`config.mk`:
```
export PLATFORM = sky130hd
export DESIGN_NAME = div_flag_sched
export DESIGN_NICKNAME = d
export VERILOG_FILES = /design/src/rtl/div_flag_sched.sv
export SDC_FILE = /design/constraint.sdc
export NUM_CORES = 1
export LEC_CHECK = 0
export CAP_MARGIN = 20
export CORE_MARGIN = 3
export CORE_UTILIZATION = 55
export DETAILED_ROUTE_END_ITERATION = 7
export PLACE_DENSITY = 0.79
export SLEW_MARGIN = 20
export SYNTH_ARGS = -nofsm -noshare
export SYNTH_HDL_FRONTEND = slang
export SYNTH_SLANG_ARGS = --single-unit
```
`constraint.sdc`:
```
create_clock -name clk_i -period 3.2 [get_ports clk_i]
set_clock_uncertainty 0.05 [all_clocks]
set_input_delay 0.64 -clock clk_i [delete_from_list [all_inputs] [get_ports clk_i]]
set_output_delay 0.64 -clock clk_i [all_outputs]
set_load 0.05 [all_outputs]
```
`src/rtl/div_flag_sched.sv`:
```
// Round-robin clock-enable scheduler: one programmable divider whose ticks are handed out as one-cycle per-channel flags.
// Optional tick-drop statistics are compiled in with `define DIV_SCHED_STAT_EN (adds stat_clr_i / drop_cnt_o).
module div_flag_sched #(
    parameter int NUM_CH    = 4,
    parameter int CNT_W     = 8,
    parameter int DEF_RATIO = 4,
    localparam int ID_W     = $clog2(NUM_CH)
) (
    input  logic              clk_i,
    input  logic              rst_i,
    input  logic              en_i,
    input  logic              cfg_valid_i,
    input  logic [CNT_W-1:0]  cfg_ratio_i,
    output logic              cfg_ready_o,
    input  logic [NUM_CH-1:0] req_i,
    output logic [NUM_CH-1:0] po_flag_o,
    output logic [ID_W-1:0]   gnt_id_o,
    output logic              busy_o
`ifdef DIV_SCHED_STAT_EN
    ,
    input  logic              stat_clr_i,
    output logic [15:0]       drop_cnt_o
`endif
);

    typedef enum logic {
        IDLE,
        RUN
    } state_t;

    state_t             state_q;
    logic [CNT_W-1:0]   ratio_q;
    logic [CNT_W-1:0]   pend_ratio_q;
    logic               pend_vld_q;
    logic [CNT_W-1:0]   div_cnt_q;
    logic [ID_W-1:0]    ptr_q;
    logic [NUM_CH-1:0]  po_flag_q;
    logic [ID_W-1:0]    gnt_id_q;

    logic [CNT_W-1:0]   ratio_eff;
    logic               tick;
    logic               cfg_fire;
    logic               gnt_found;
    logic [ID_W-1:0]    gnt_idx;
    logic [ID_W-1:0]    ptr_d;
    logic [NUM_CH-1:0]  po_flag_d;

    // Ratios 0 and 1 both collapse to a tick every cycle.
    assign ratio_eff   = (ratio_q == '0) ? CNT_W'(1) : ratio_q;
    assign tick        = (state_q == RUN) && en_i && (div_cnt_q == ratio_eff - CNT_W'(1));
    assign cfg_ready_o = ~pend_vld_q;
    assign cfg_fire    = cfg_valid_i && cfg_ready_o;

    always_comb begin
        int idx;
        int nxt;
        idx       = 0;
        nxt       = 0;
        gnt_found = 1'b0;
        gnt_idx   = '0;
        po_flag_d = '0;
        for (int k = 0; k < NUM_CH; k++) begin
            idx = (int'(ptr_q) + k) % NUM_CH;
            if (!gnt_found && req_i[idx[ID_W-1:0]]) begin
                gnt_found = 1'b1;
                gnt_idx   = idx[ID_W-1:0];
            end
        end
        nxt   = (int'(gnt_idx) + 1) % NUM_CH;
        ptr_d = nxt[ID_W-1:0];
        if (tick && gnt_found) begin
            po_flag_d[gnt_idx] = 1'b1;
        end
    end

    // A ratio accepted while running is parked until the next tick so the current period always completes.
    always_ff @(posedge clk_i) begin
        if (rst_i) begin
            state_q      <= IDLE;
            ratio_q      <= CNT_W'(DEF_RATIO);
            pend_ratio_q <= '0;
            pend_vld_q   <= 1'b0;
            div_cnt_q    <= '0;
            ptr_q        <= '0;
            po_flag_q    <= '0;
            gnt_id_q     <= '0;
        end else begin
            po_flag_q <= po_flag_d;
            if (tick && gnt_found) begin
                gnt_id_q <= gnt_idx;
                ptr_q    <= ptr_d;
            end
            case (state_q)
                IDLE: begin
                    div_cnt_q <= '0;
                    if (cfg_fire) begin
                        ratio_q <= cfg_ratio_i;
                    end
                    if (en_i) begin
                        state_q <= RUN;
                    end
                end
                RUN: begin
                    if (!en_i) begin
                        state_q    <= IDLE;
                        div_cnt_q  <= '0;
                        pend_vld_q <= 1'b0;
                        if (cfg_fire) begin
                            ratio_q <= cfg_ratio_i;
                        end else if (pend_vld_q) begin
                            ratio_q <= pend_ratio_q;
                        end
                    end else begin
                        if (tick) begin
                            div_cnt_q <= '0;
                            if (pend_vld_q) begin
                                ratio_q    <= pend_ratio_q;
                                pend_vld_q <= 1'b0;
                            end
                        end else begin
                            div_cnt_q <= div_cnt_q + CNT_W'(1);
                        end
                        if (cfg_fire) begin
                            pend_ratio_q <= cfg_ratio_i;
                            pend_vld_q   <= 1'b1;
                        end
                    end
                end
            endcase
        end
    end

    assign po_flag_o = po_flag_q;
    assign gnt_id_o  = gnt_id_q;
    assign busy_o    = (state_q == RUN);

`ifdef DIV_SCHED_STAT_EN
    logic [15:0] drop_cnt_q;

    // Counts ticks nobody asked for; clear wins over a same-cycle increment.
    always_ff @(posedge clk_i) begin
        if (rst_i || stat_clr_i) begin
            drop_cnt_q <= '0;
        end else if (tick && !gnt_found && (drop_cnt_q != 16'hFFFF)) begin
            drop_cnt_q <= drop_cnt_q + 16'd1;
        end
    end

    assign drop_cnt_o = drop_cnt_q;
`endif

endmodule

```
==> flow_metrics.env <==
export IMPL_post_cts_resized_instances=0
export IMPL_vias_in_the_first_global_route=1590
export IMPL_hold_viol_final=0
export IMPL_sequentialPowerShare_pct=47.5
export IMPL_final_hold_worst_slack_ns=0.406
export IMPL_hold_path_class="flop to flop"
export IMPL_post_synth_top_area_fraction_pct=32.9
export IMPL_synth_compound_area_share_pct=18.5
export IMPL_num_rows=21
export IMPL_antenna_left=0
export IMPL_synthesis_nets=269
export IMPL_start_util_pct=59.6
export IMPL_synth_adder_area_share_pct=3.63
export IMPL_holdBufCountCts=0
export IMPL_power_density_normalized_to_cell_area_nw_per_um2=402
export IMPL_post_drt_wl_per_cell_um=13.0
export IMPL_r2r_setup_slack_ns=0.44
export IMPL_ys_ff_latch=34
export IMPL_number_of_synthesized_flops_with_an_enable_pin=0
export IMPL_grt_start_max_net_pins=17
export IMPL_fp_dieArea_um2=4530
export IMPL_critPathTopFamily="compound AO/OA/AOI/OAI gates"
export IMPL_final_slew_viol_count=0
export IMPL_critical_path_arrival_ns=2.87
export IMPL_worstSetupEndpointType="flop"
export IMPL_synth_top_family_by_area="simple AND/OR/NAND/NOR gates"
export IMPL_vias=1748
export IMPL_area_growth_from_synthesis_to_layout_pct=17.0
export IMPL_worstPathBufferInverterCount=0
export IMPL_crit_fanout=8
export IMPL_finalWorstPathRequiredPeriod_ns=2.76
export IMPL_nature_of_the_critical_path_startpoint="flop"
export IMPL_max_cap_violations=0
export IMPL_num_io_pins=24
export IMPL_synth_async_sr_flop_share_pct=0
export IMPL_cp_startpoint="ratio_q[3]"
export IMPL_final_nets=293
export IMPL_worstMarginPinSlew_ns=0.502
export IMPL_path_depth=9
export IMPL_setup_violations=0
export IMPL_grt_first_pass_wirelength_mm=7.03
export IMPL_core_area_um2=3470
export IMPL_hpwlAfterDp_mm=3.12
export IMPL_drt_drc_violations_left=0
export IMPL_wirelength_mm=4.12
export IMPL_switchingPower_uw=283
export IMPL_unrepaired_setup_endpoints_after_global_routing="no"
export IMPL_final_layout_size_suffix_gt1_share_pct=10.7
export IMPL_synthesized_cell_area_um2=2070
export IMPL_die_w_um=67.3
export IMPL_n_fill_cell=304
export IMPL_synth_top_cells_by_area="dfxtp_1, nor2_1, a21oi_1, mux2_4, mux2i_1"
export IMPL_critical_path_cell_chain="nor3_1, a31oi_1, ha_1, xnor2_1, a221oi_1, nand3_1, a211o_2, o2111ai_4, nor2_1"
export IMPL_cts_repair_timing_setup_buffer_count=0
export IMPL_worstSetupEndpoint="div_cnt_q[6]"
export IMPL_cts_made_buffers=5
export IMPL_worstSkewPairLatency_ns=0.28
export IMPL_cp_required_ns=3.31
export IMPL_tritoncts="yes"
export IMPL_p_leak_nw=0.860
export IMPL_fmax_mhz=362
export IMPL_clock_path_buffers=2
export IMPL_tns_ns=0
export IMPL_die_height_um=67.3
export IMPL_worst_r2r_path_depth=9
export IMPL_syn_area_cell_um2=8.36
export IMPL_clkPwrFrac_pct=29.8
export IMPL_io_buffer_count=23
export IMPL_worst_setup_path_type="flop to flop"
export IMPL_vdd_drop_max_mv=0.320
export IMPL_detail_route_vias_per_cell=5.51
export IMPL_grt_overflow=0
export IMPL_yosys_most_used_dff="dfxtp_1"
export IMPL_synth_mux_area_fraction_pct=9.93
export IMPL_netSwitchingFraction_pct=29.2
export IMPL_dr_first_iter_drc_count=72
export IMPL_comb_power_share_pct=22.7
export IMPL_grt_usage_pct=20.2
export IMPL_synth_yosys_warnings=0
export IMPL_startpoint_of_the_lowest_slack_register_to_register_path="ratio_q[3]"
export IMPL_critical_path_max_stage_delay_ns=0.42
export IMPL_most_common_library_cell_in_the_layout_ignoring_fill_and_taps="nor2_1"
export IMPL_intPower_uw=689
export IMPL_ys_types=45
export IMPL_max_slew_margin_rel_pct=66.4
export IMPL_min_period_over_period_pct=86.3
export IMPL_numClockSinks=34
export IMPL_antennaDiodeCount=0
export IMPL_syn_inst=247
export IMPL_clock_tree_root_cell="clkbuf_8"
export IMPL_synth_yosys_seq_area_share_pct=32.9
export IMPL_outcome="completed"
export IMPL_place_congestion=0.841
export IMPL_xor_xnor_cell_area_share_of_the_yosys_netlist_pct=5.09
export IMPL_synth_area_leader_cell="dfxtp_1"
export IMPL_number_of_antenna_violations_at_the_first_check_in_global_routing=0
export IMPL_htree_levels=2
export IMPL_synth_simple_area_share_pct=25.4
export IMPL_drt_first_pass_iters=4
export IMPL_critical_path_reg2reg_endpoint="div_cnt_q[6]"
export IMPL_critical_path_slowest_cell="a211o_2"
export IMPL_final_cell_mix="nor2_1, dfxtp_1, a21oi_1, clkdlybuf4s50_1, nand2_1"
export IMPL_cts_reportedPaths_clkPinSlew_ns=0.06
[worst min path at each step]
| stage | from | endpoint | slack [ns] | cells after the start |
|---|---|---|---|---|
| after detailed placement | pend_ratio_q[2] | pend_ratio_q[2] | 0.40 | 2 |
| after global routing | pend_ratio_q[2] | pend_ratio_q[2] | 0.42 | 2 |
| after floorplan | pend_ratio_q[0] | pend_ratio_q[0] | 0.39 | 2 |
| after global placement | pend_ratio_q[1] | pend_ratio_q[1] | 0.39 | 2 |
| final | pend_ratio_q[2] | pend_ratio_q[2] | 0.41 | 2 |
| after CTS | pend_ratio_q[2] | pend_ratio_q[2] | 0.41 | 2 |
[state kept, by name, summed over array words and instances, names as in the netlist]
name,cells
po_flag_o,4
ptr_q,2
gnt_id_o,2
pend_ratio_q,8
pend_vld_q,1
busy_o,1
div_cnt_q,8
ratio_q,8
[tightest hold or removal path, cell delays in order (launching register included)]
cell	delay [ns]
dfxtp_1	0.31
nand2_1	0.05
a21oi_1	0.05
[cell type report]
cell class | instances | area [um^2] | share of cell area, %
clock buffers | 7 | 76.3 | 3.16
inverters | 11 | 41.3 | 1.71
multi-input cells | 191 | 1290 | 53.5
flip-flops and latches | 34 | 681 | 28.2
well taps | 46 | 57.6 | 2.38
repair buffers | 28 | 268 | 11.1
[kinds of logic (layout without fill, tap and decap cells)]
family,Yosys count,count (layout)
simple gates,106,106
compound gates,50,50
flops,34,34
buf+inv,22,46
mux,17,17
xor+xnor,12,12
fa+ha+maj,6,6
[routing by layer]
| metal | global-route usage (%) | vias to the layer above | routed length, um |
|---|---|---|---|
| met5 | 0 | - | 0 |
| met1 | 25.3 | 808 | 2030 |
| met4 | 6.84 | 0 | 51 |
| li1 | - | 903 | - |
| met3 | 4.66 | 7 | 139 |
| met2 | 34.1 | 30 | 1900 |
[power by group through the flow]
| stage | clock network (mW) | registers [mW] | logic [mW] |
|---|---|---|---|
| 2_1_floorplan | 0 | 0.458 | 0.175 |
| 3_3_place_gp | 0 | 0.470 | 0.216 |
| 3_5_place_dp | 0 | 0.471 | 0.219 |
| 4_1_cts | 0.300 | 0.461 | 0.221 |
| 5_1_grt | 0.317 | 0.465 | 0.243 |
| 6_report | 0.290 | 0.462 | 0.220 |
[Yosys cell counts, types with 3 or more instances]
cell and instances:
xnor2_1 7, and3_1 4, inv_1 11, ha_1 6
nand2b_1 7, or2_2 3, nor2_1 39, xor2_1 5
nand2_1 19, a21oi_1 23, clkbuf_1 8, and2_1 5
o21ai_0 6, nand3_1 7, or3_1 3, dfxtp_1 34
mux2i_1 10, nor2b_1 7, mux2_4 7
[per-stage QoR]
step / total power, mW / setup slack [ns] / cell area, um^2 / cells / utilization (%)
global placement: 0.686 / 0.561 / 2340 / 310 / 67.5
CTS: 0.981 / 0.477 / 2420 / 317 / 69.7
global route: 1.02 / 0.251 / 2420 / 317 / 69.7
floorplan: 0.633 / 0.755 / 2070 / 247 / -
detailed placement: 0.690 / 0.525 / 2340 / 310 / 67.5
finish: 0.972 / 0.439 / 2420 / 317 / 69.7
Power figures use the tool's default switching activity.
